### src/rtl/led_seq_pkg.sv
// Shared constants for the LED pattern sequencer: pattern mode codes and index width.
package led_seq_pkg;

  localparam int IDX_W = 4;

  typedef logic [1:0] mode_t;

  localparam mode_t MODE_SHL = 2'd0;
  localparam mode_t MODE_SHR = 2'd1;
  localparam mode_t MODE_BNC = 2'd2;
  localparam mode_t MODE_CNT = 2'd3;

endpackage

### src/rtl/btn_debounce.sv
// Button conditioner: 2-FF synchroniser, stability down-counter and rising-edge pulse.
// The accepted level moves only after DEB_CYCLES consecutive samples that disagree
// with it; any sample that agrees with the current level restarts the count.
module btn_debounce #(
  parameter int DEB_CYCLES = 500000
) (
  input  logic clk,
  input  logic reset_n,
  input  logic btn_raw,
  output logic btn_level,
  output logic btn_rise
);

  localparam int CW = (DEB_CYCLES > 1) ? $clog2(DEB_CYCLES) : 1;
  localparam logic [CW-1:0] CNT_LOAD = CW'(DEB_CYCLES - 1);

  logic          sync_q1;
  logic          sync_q2;
  logic [CW-1:0] stable_cnt;

  // Bring the raw button into the clk domain.
  always_ff @(posedge clk or negedge reset_n) begin
    if (!reset_n) begin
      sync_q1 <= 1'b0;
      sync_q2 <= 1'b0;
    end else begin
      sync_q1 <= btn_raw;
      sync_q2 <= sync_q1;
    end
  end

  // Count remaining disagreeing samples; accept the new level at terminal count.
  always_ff @(posedge clk or negedge reset_n) begin
    if (!reset_n) begin
      btn_level  <= 1'b0;
      btn_rise   <= 1'b0;
      stable_cnt <= '0;
    end else begin
      btn_rise <= 1'b0;
      if (sync_q2 == btn_level) begin
        stable_cnt <= CNT_LOAD;
      end else if (stable_cnt == '0) begin
        btn_level  <= sync_q2;
        btn_rise   <= sync_q2;
        stable_cnt <= CNT_LOAD;
      end else begin
        stable_cnt <= stable_cnt - CW'(1);
      end
    end
  end

endmodule

### src/rtl/led_pattern_seq.sv
// LED pattern sequencer: prescaler tick, debounced step/mode buttons, pattern FSM.
//
//  mode      | meaning
//  ----------+--------------------------------------------------------------
//  MODE_SHL  | one-hot rotate left, starts at LED 0
//  MODE_SHR  | one-hot rotate right, starts at LED LED_W-1
//  MODE_BNC  | one-hot ping-pong, end LEDs shown once per pass (dir_up tracks heading)
//  MODE_CNT  | binary up-count on the LED bank, index shows the low nibble
module led_pattern_seq
  import led_seq_pkg::*;
#(
  parameter int LED_W      = 8,
  parameter int TICK_DIV   = 16777216,
  parameter int DEB_CYCLES = 500000
) (
  input  logic             clk,
  input  logic             reset_n,
  input  logic             btn_step,
  input  logic             btn_mode,
  input  logic             run_en,
  output logic [LED_W-1:0] leds,
  output logic [IDX_W-1:0] state_idx,
  output logic [1:0]       mode,
  output logic             tick
);

  localparam int PW = $clog2(TICK_DIV);
  localparam logic [PW-1:0]    PRE_LOAD = PW'(TICK_DIV - 1);
  localparam logic [IDX_W-1:0] LAST_IDX = IDX_W'(LED_W - 1);
  localparam logic [LED_W-1:0] LED_ONE  = LED_W'(1);

  logic [PW-1:0]    pre_cnt;
  logic             step_press;
  logic             mode_press;
  logic             step_level_unused;
  logic             mode_level_unused;
  logic             advance;
  logic             dir_up;
  logic             dir_nxt;
  mode_t            mode_nxt;
  logic [IDX_W-1:0] idx_nxt;
  logic [LED_W-1:0] leds_nxt;

  btn_debounce #(.DEB_CYCLES(DEB_CYCLES)) u_deb_step (
    .clk       (clk),
    .reset_n   (reset_n),
    .btn_raw   (btn_step),
    .btn_level (step_level_unused),
    .btn_rise  (step_press)
  );

  btn_debounce #(.DEB_CYCLES(DEB_CYCLES)) u_deb_mode (
    .clk       (clk),
    .reset_n   (reset_n),
    .btn_raw   (btn_mode),
    .btn_level (mode_level_unused),
    .btn_rise  (mode_press)
  );

  // Prescaler counts down the cycles left until the next tick; frozen while paused.
  always_ff @(posedge clk or negedge reset_n) begin
    if (!reset_n) begin
      pre_cnt <= PRE_LOAD;
    end else if (run_en) begin
      pre_cnt <= (pre_cnt == '0) ? PRE_LOAD : pre_cnt - PW'(1);
    end
  end

  assign tick    = run_en && (pre_cnt == '0);
  assign advance = tick || step_press;

  // Next pattern state: a mode press re-initialises and swallows any coincident advance.
  always_comb begin
    mode_nxt = mode;
    idx_nxt  = state_idx;
    leds_nxt = leds;
    dir_nxt  = dir_up;
    if (mode_press) begin
      mode_nxt = mode + 2'd1;
      dir_nxt  = 1'b1;
      idx_nxt  = (mode_nxt == MODE_SHR) ? LAST_IDX : '0;
      leds_nxt = (mode_nxt == MODE_CNT) ? '0 : (LED_ONE << idx_nxt);
    end else if (advance) begin
      case (mode)
        MODE_SHL: idx_nxt = (state_idx == LAST_IDX) ? '0 : state_idx + IDX_W'(1);
        MODE_SHR: idx_nxt = (state_idx == '0) ? LAST_IDX : state_idx - IDX_W'(1);
        MODE_BNC: begin
          if (dir_up) begin
            if (state_idx == LAST_IDX) begin
              dir_nxt = 1'b0;
              idx_nxt = LAST_IDX - IDX_W'(1);
            end else begin
              idx_nxt = state_idx + IDX_W'(1);
            end
          end else begin
            if (state_idx == '0) begin
              dir_nxt = 1'b1;
              idx_nxt = IDX_W'(1);
            end else begin
              idx_nxt = state_idx - IDX_W'(1);
            end
          end
        end
        default: begin
          leds_nxt = leds + LED_ONE;
          idx_nxt  = IDX_W'(leds_nxt);
        end
      endcase
      if (mode != MODE_CNT) begin
        leds_nxt = LED_ONE << idx_nxt;
      end
    end
  end

  // Pattern registers.
  always_ff @(posedge clk or negedge reset_n) begin
    if (!reset_n) begin
      mode      <= MODE_SHL;
      state_idx <= '0;
      leds      <= LED_ONE;
      dir_up    <= 1'b1;
    end else begin
      mode      <= mode_nxt;
      state_idx <= idx_nxt;
      leds      <= leds_nxt;
      dir_up    <= dir_nxt;
    end
  end

endmodule

### config.mk
export PLATFORM = sky130hd
export DESIGN_NAME = led_pattern_seq
export DESIGN_NICKNAME = d
export VERILOG_FILES = /design/src/rtl/led_seq_pkg.sv /design/src/rtl/btn_debounce.sv /design/src/rtl/led_pattern_seq.sv
export SDC_FILE = /design/constraint.sdc
export NUM_CORES = 1
export LEC_CHECK = 0
export BUFFER_PORTS_ARGS = -buffer_cell sky130_fd_sc_hd__buf_2
export CORE_MARGIN = 1
export CORE_UTILIZATION = 50
export DETAILED_ROUTE_END_ITERATION = 6
export GPL_TIMING_DRIVEN = 0
export PLACE_DENSITY = 0.67
export SLEW_MARGIN = 40
export SYNTH_ARGS = -nofsm -noshare
export SYNTH_HDL_FRONTEND = slang
export SYNTH_SLANG_ARGS = --single-unit
### constraint.sdc
create_clock -name clk -period 3.9 [get_ports clk]
set_input_delay 0.78 -clock clk [delete_from_list [all_inputs] [get_ports clk]]
set_output_delay 0.78 -clock clk [all_outputs]
set_load 0.05 [all_outputs]
==> results.json, run 1 <==
{
  "insertion_delay_ps": 350,
  "portBuffers": 19,
  "io_pins": 20,
  "r2r_setup_slack_ps": 1140,
  "met3_usage_pct": 4.82,
  "cts_buffers": 9,
  "final-max-slew-violation-count": 0,
  "worst_ir_drop_vdd_mv": 0.275,
  "synth_cell_type_count": 59,
  "hold_buffers": 0,
  "cp-start-kind": "register",
  "synth_compound_area_share_pct": 8.30,
  "cts_setup_buffers": 0,
  "grt_pass1_vias": 3409,
  "muxShareOfSynthArea_pct": 0.744,
  "synth_top_flop_cell": "dfrtp_1",
  "post_cts_resize_count": 0,
  "outcome": "finished, final reports clean",
  "cts_root_buf": "clkbuf_8",
  "drt_wl_total_um": 8710,
  "top_usage_layer": "met2",
  "syn_nets": 489,
  "synth_warnings": 0,
  "p_leak_nw": 2.04,
  "critPathRequiredTime_ps": 3120,
  "syn_area_um2": 4540,
  "grt_max_degree": 51,
  "drive_gt1_share_pct": 17.6,
  "pre_cts_ws_ps": 889,
  "hp-class": "primary input to async pin",
  "fin_setup_tns_ps": 0,
  "timing.final.ws_setup_ps": 762,
  "chipWidth_um": 97.3,
  "synth-edff-count": 0,
  "seq_area_frac_synth_pct": 47.6,
  "synthAdderAreaFrac_pct": 3.86,
  "ant_nets": 0,
  "drc_errors": 0,
  "path_cells": "or4_1 -> nor4_2 -> and3_1 -> buf_2",
  "max_stage_delay_ps": 620,
  "r2r-start": "u_deb_step.stable_cnt[0]",
  "drtIter0Drc": 97,
  "period_share_pct": 80.5,
  "crit_slowest_cell": "or4_1",
  "grt_util_met1_pct": 26.4,
  "viasPerCell": 5.59,
  "arrival_ps": 2360,
  "crit_path_max_fanout": 6,
  "drt-pass1-iter-count": 4,
  "area_delta_synth_final_pct": 9.51,
  "r2r_cells": 8,
  "cap_viol_max_count": 0,
  "core_area_um2": 8760,
  "synthArstFlopShare_pct": 100,
  "synth-seq-cells": 85,
  "start_util_pct": 51.8,
  "synth_area_per_cell_um2": 9.66,
  "rsz0062_at_grt": "no",
  "synthSimpleGateAreaFrac_pct": 25.9,
  "dp_hpwl_um": 6180,
  "die_y_um": 97.3,
  "final_common_cell": "nand2_1",
  "synth_top_family_by_area": "simple AND/OR/NAND/NOR gates",
  "cp_top_family": "simple AND/OR/NAND/NOR gates",
  "grt.total_usage_pct": 20.1,
  "crit_path_start": "pre_cnt[18]",
  "p_per_area_nw_per_um2": 483,
  "critical_path_class": "register to output port",
  "gp_congestion": 0.860,
  "finalClockSkew_ps": 10.6,
  "finalSetupViolCount": 0,
  "r2r_end": "u_deb_step.stable_cnt[6]",
  "final_cell_mix": "nand2_1 (66), dfrtp_1 (59), nor2_1 (49), xnor2_1 (43), dfstp_2 (26)",
  "fp-row-count": 34,
  "hold_violations": 0,
  "clk_path_buf_depth": 2,
  "cts.clk_slew.worst_paths_ps": 90,
  "drt-wirelength-per-cell_um": 14.2,
  "overflow": 0,
  "path_buf_inv": 1,
  "antenna_found_initial": 0,
  "crit_path_end_kind": "output port",
  "synth_xor_area_share_pct": 11.2,
  "h-tree-depth": 3,
  "die-area_um2": 9460,
  "syn-instance-count": 470,
  "worst_pin_slew_ps": 713,
  "relSlewSlack_pct": 52.1,
  "gr-usage-met2_pct": 33.7,
  "fin_crit_ps": 3140,
  "vias": 3432,
  "cts_sinks": 85,
  "finalNetCount": 520,
  "cts_tree": "yes",
  "grt_pass1_wl_um": 15600,
  "antenna_cells": 0,
  "fmax_mhz": 319
}
==> registers in the layout, summed over array words and instances, names as in the netlist <==
name,flops
u_deb_step.sync_q1,1
u_deb_mode.btn_level,1
u_deb_step.sync_q2,1
u_deb_mode.btn_rise,1
pre_cnt,24
state_idx,4
u_deb_mode.sync_q2,1
u_deb_step.btn_level,1
u_deb_mode.stable_cnt,19
mode,2
u_deb_step.stable_cnt,19
dir_up,1
u_deb_step.btn_rise,1
leds,8
u_deb_mode.sync_q1,1
==> metrics by stage <==
stage	total power, mW	hold slack, ps	cell area (um^2)	utilization, %	std cells
after floorplan	1.71	331	4540	-	470
after global placement	1.84	335	4770	54.4	597
after detailed placement	1.87	340	4800	54.8	598
after CTS	2.42	312	4970	56.7	614
after global routing	2.56	318	4970	56.7	614
final	2.40	308	4970	56.7	614
==> synth_stat cells, types with 8 or more instances <==
library cell	count	area (um^2)
nand2_1	66	248
dfrtp_1	59	1480
nor2_1	49	184
xnor2_1	43	377
dfstp_2	26	683
nor3_1	16	80.1
xor2_1	15	131
a21oi_1	14	70.1
ha_1	14	175
inv_1	13	48.8
nand3_1	13	65.1
nor4_1	11	68.8
clkbuf_1	10	37.5
or3_1	10	62.6
nand2_2	8	50.1
or4_1	8	60.1
==> worst max path at each step <==
| stage | end | slack (ps) | depth (start not counted) |
|---|---|---|---|
| 3_3_place_gp | pre_cnt[19] | 900 | 7 |
| 2_1_floorplan | tick | 1200 | 3 |
| 5_1_grt | tick | 630 | 4 |
| 6_report | tick | 760 | 4 |
| 3_5_place_dp | pre_cnt[19] | 890 | 7 |
| 4_1_cts | tick | 740 | 4 |
==> layout make-up <==
type	count	area, um^2
Buffer	13	58.8
Clock buffer	11	131
Clock inverter	5	36.3
Fill cell	797	3790
Inverter	13	48.8
Multi-Input combinational cell	359	2270
Sequential cell	85	2160
Tap cell	108	135
Timing Repair Buffer	20	129
==> power breakdown <==
part	switching, mW	total, mW	internal [mW]
combinational	0.362	0.604	0.243
clock	0.316	0.549	0.233
sequential	0.154	1.25	1.09
total	0.831	2.40	1.57
==> per-layer routing <==
| metal | share of wire, % | vias to the layer above | routed length [um] |
|---|---|---|---|
| met1 | 47 | 1659 | 4080 |
| met4 | 0.76 | 0 | 66 |
| met2 | 48 | 68 | 4220 |
| li1 | - | 1698 | - |
| met5 | 0 | - | 0 |
| met3 | 4.0 | 7 | 345 |
==> cells by family after synthesis <==
group,count (synthesis)
compound gates,56
fa+ha+maj,14
mux,3
flops,85
simple gates,228
xor+xnor,58
buf+inv,26
Note: power is estimated with default switching activity, not from simulation.
==> run 2: changes to the inputs <==
clock period = 3 ns   (was 3.9 ns; I/O delays follow)
==> run 2 against run 1 <==
Against the previous run:
- hold slack worse by 180 ps
- non-clock buffer count did not move
- setup slack worse by 640 ps
- clock skew decreased by 1.1 ps
- clock-buffer cell count did not move
- global-route usage stayed put
- critical endpoint unchanged
==> results.json, run 2 (synthesis gave the netlist of run 1 again) <==
{
  "p_leak_nw": 2.04,
  "gp_congestion": 0.860,
  "final_common_cell": "nand2_1",
  "finalClockSkew_ps": 9.48,
  "grt_max_degree": 51,
  "cts_buffers": 9,
  "final-max-slew-violation-count": 0,
  "swShare_pct": 35.1,
  "path_cells": "or4_1 -> nor4_4 -> and3_1 -> buf_2",
  "chipWidth_um": 97.3,
  "critPathRequiredTime_ps": 2400,
  "rsz0062_at_grt": "no",
  "clk_path_buf_depth": 2,
  "cap_viol_max_count": 0,
  "cts_sinks": 85,
  "die-area_um2": 9460,
  "outcome": "finished, final reports clean",
  "timing.final.ws_setup_ps": 123,
  "finalSetupViolCount": 0,
  "hold_ws_ps": 128,
  "internal_power_mw": 2.05,
  "h-tree-depth": 3,
  "io_pins": 20,
  "insertion_delay_ps": 350,
  "top_regs": "pre_cnt (24), u_deb_mode.stable_cnt (19), u_deb_step.stable_cnt (19)",
  "post-route-util_pct": 57.0,
  "ant_nets": 0,
  "max_flop_register": "pre_cnt",
  "critical_path_class": "register to output port",
  "drive_gt1_share_pct": 17.6,
  "portBuffers": 19,
  "final_cell_mix": "nand2_1 (66), dfrtp_1 (59), nor2_1 (49), xnor2_1 (43), dfstp_2 (26)",
  "p_per_area_nw_per_um2": 633,
  "max_stage_delay_ps": 650,
  "clkPwrFrac_pct": 22.6,
  "worst_pin_slew_ps": 714,
  "arrival_ps": 2280,
  "nFillCells": 795,
  "antenna_cells": 0,
  "drtIter0Drc": 100,
  "period_share_pct": 95.9,
  "core_area_um2": 8760,
  "fp-row-count": 34,
  "overflow": 0,
  "drt-wirelength-per-cell_um": 14.2,
  "cts_root_buf": "clkbuf_8",
  "worst_ir_drop_vdd_mv": 0.355,
  "hp-class": "primary input to async pin",
  "cts.clk_slew.worst_paths_ps": 90,
  "relSlewSlack_pct": 52.0,
  "viasPerCell": 5.58,
  "p_seq_share_pct": 51.6,
  "fmax_mhz": 348,
  "pre_cts_ws_ps": 169,
  "crit_slowest_cell": "or4_1",
  "hold_buffers": 0,
  "drt_wl_total_um": 8690,
  "finalNetCount": 520,
  "power.switching_mw": 1.11,
  "grt.total_usage_pct": 20.1,
  "crit_path_end_kind": "output port",
  "fin_crit_ps": 2880,
  "grt_pass1_vias": 3409,
  "grt_pass1_wl_um": 15600,
  "cp-start-kind": "register",
  "cts_tree": "yes",
  "start_util_pct": 51.8,
  "p_comb_share_pct": 25.8,
  "fin_setup_tns_ps": 0,
  "vias": 3424,
  "dp_hpwl_um": 6180,
  "die_y_um": 97.3,
  "largest_register_ffs": 24,
  "crit_path_max_fanout": 6,
  "drc_errors": 0,
  "drt-pass1-iter-count": 5,
  "area_delta_synth_final_pct": 10.0,
  "antenna_found_initial": 0,
  "hold_violations": 0
}
## run 2: cell count changes in the layout (fill, tap and decap cells not counted)
cell / before / now
nor4_4: 0 / 2
nor3_2: 1 / 0
nor3_4: 0 / 1
nor4_2: 2 / 0
## run 2: what timing repair did
item,4_1_cts,5_1_grt
gates resized for setup,0,3
endpoints found under the hold margin,0,0
buffers inserted,0,0
endpoints found under the setup margin,0,1
## run 2: per-stage QoR
step	power (mW)	cells	instance area (um^2)
finish	3.16	614	4990
global route	3.37	614	4990
CTS	3.15	614	4970
detailed placement	2.43	598	4800
global placement	2.39	597	4770
floorplan	2.22	470	4540
## run 2: path summary, 6_finish.rpt
check	cells past startpoint	endpoint	slack [ps]	startpoint
min in group clk	1	u_deb_step.sync_q1	350	btn_step
max in group asynchronous	2	leds[0]	2260	reset_n
worst min-delay path	1	leds[4]	130	reset_n
worst max register to register	8	u_deb_step.stable_cnt[6]	240	u_deb_step.stable_cnt[0]
worst min register to register	0	u_deb_mode.sync_q2	360	u_deb_mode.sync_q1
worst max-delay path	4	tick	120	pre_cnt[18]
## run 2: final cells by class
cell class / count / area (um^2) / area share (%)
Clock inverter: 5 / 36.3 / 0.727
Buffer: 13 / 58.8 / 1.18
Clock buffer: 11 / 131 / 2.63
Inverter: 13 / 48.8 / 0.977
Multi-Input combinational cell: 359 / 2290 / 46.0
Sequential cell: 85 / 2160 / 43.2
Tap cell: 108 / 135 / 2.71
Timing Repair Buffer: 20 / 129 / 2.58
## run 2: power by group through the flow
stage	combinational, mW	clock (mW)	sequential, mW
floorplan	0.540	0	1.68
detailed placement	0.788	0	1.64
global route	0.918	0.787	1.66
global placement	0.764	0	1.62
CTS	0.792	0.741	1.62
finish	0.814	0.715	1.63
## run 2: routing by layer
| layer | wire (um) | track usage [%] | vias up |
|---|---|---|---|
| li1 | - | - | 1700 |
| met1 | 4130 | 26.4 | 1659 |
| met2 | 4180 | 33.7 | 56 |
| met3 | 319 | 4.82 | 9 |
| met4 | 65 | 4.64 | 0 |
| met5 | 0 | 0 | - |
## run 2: critical path, delay by kind of cell, from the launching register on
family | cells | cell delay [ps]
flops | 1 | 380
buf+inv | 1 | 270
simple gates | 3 | 1290
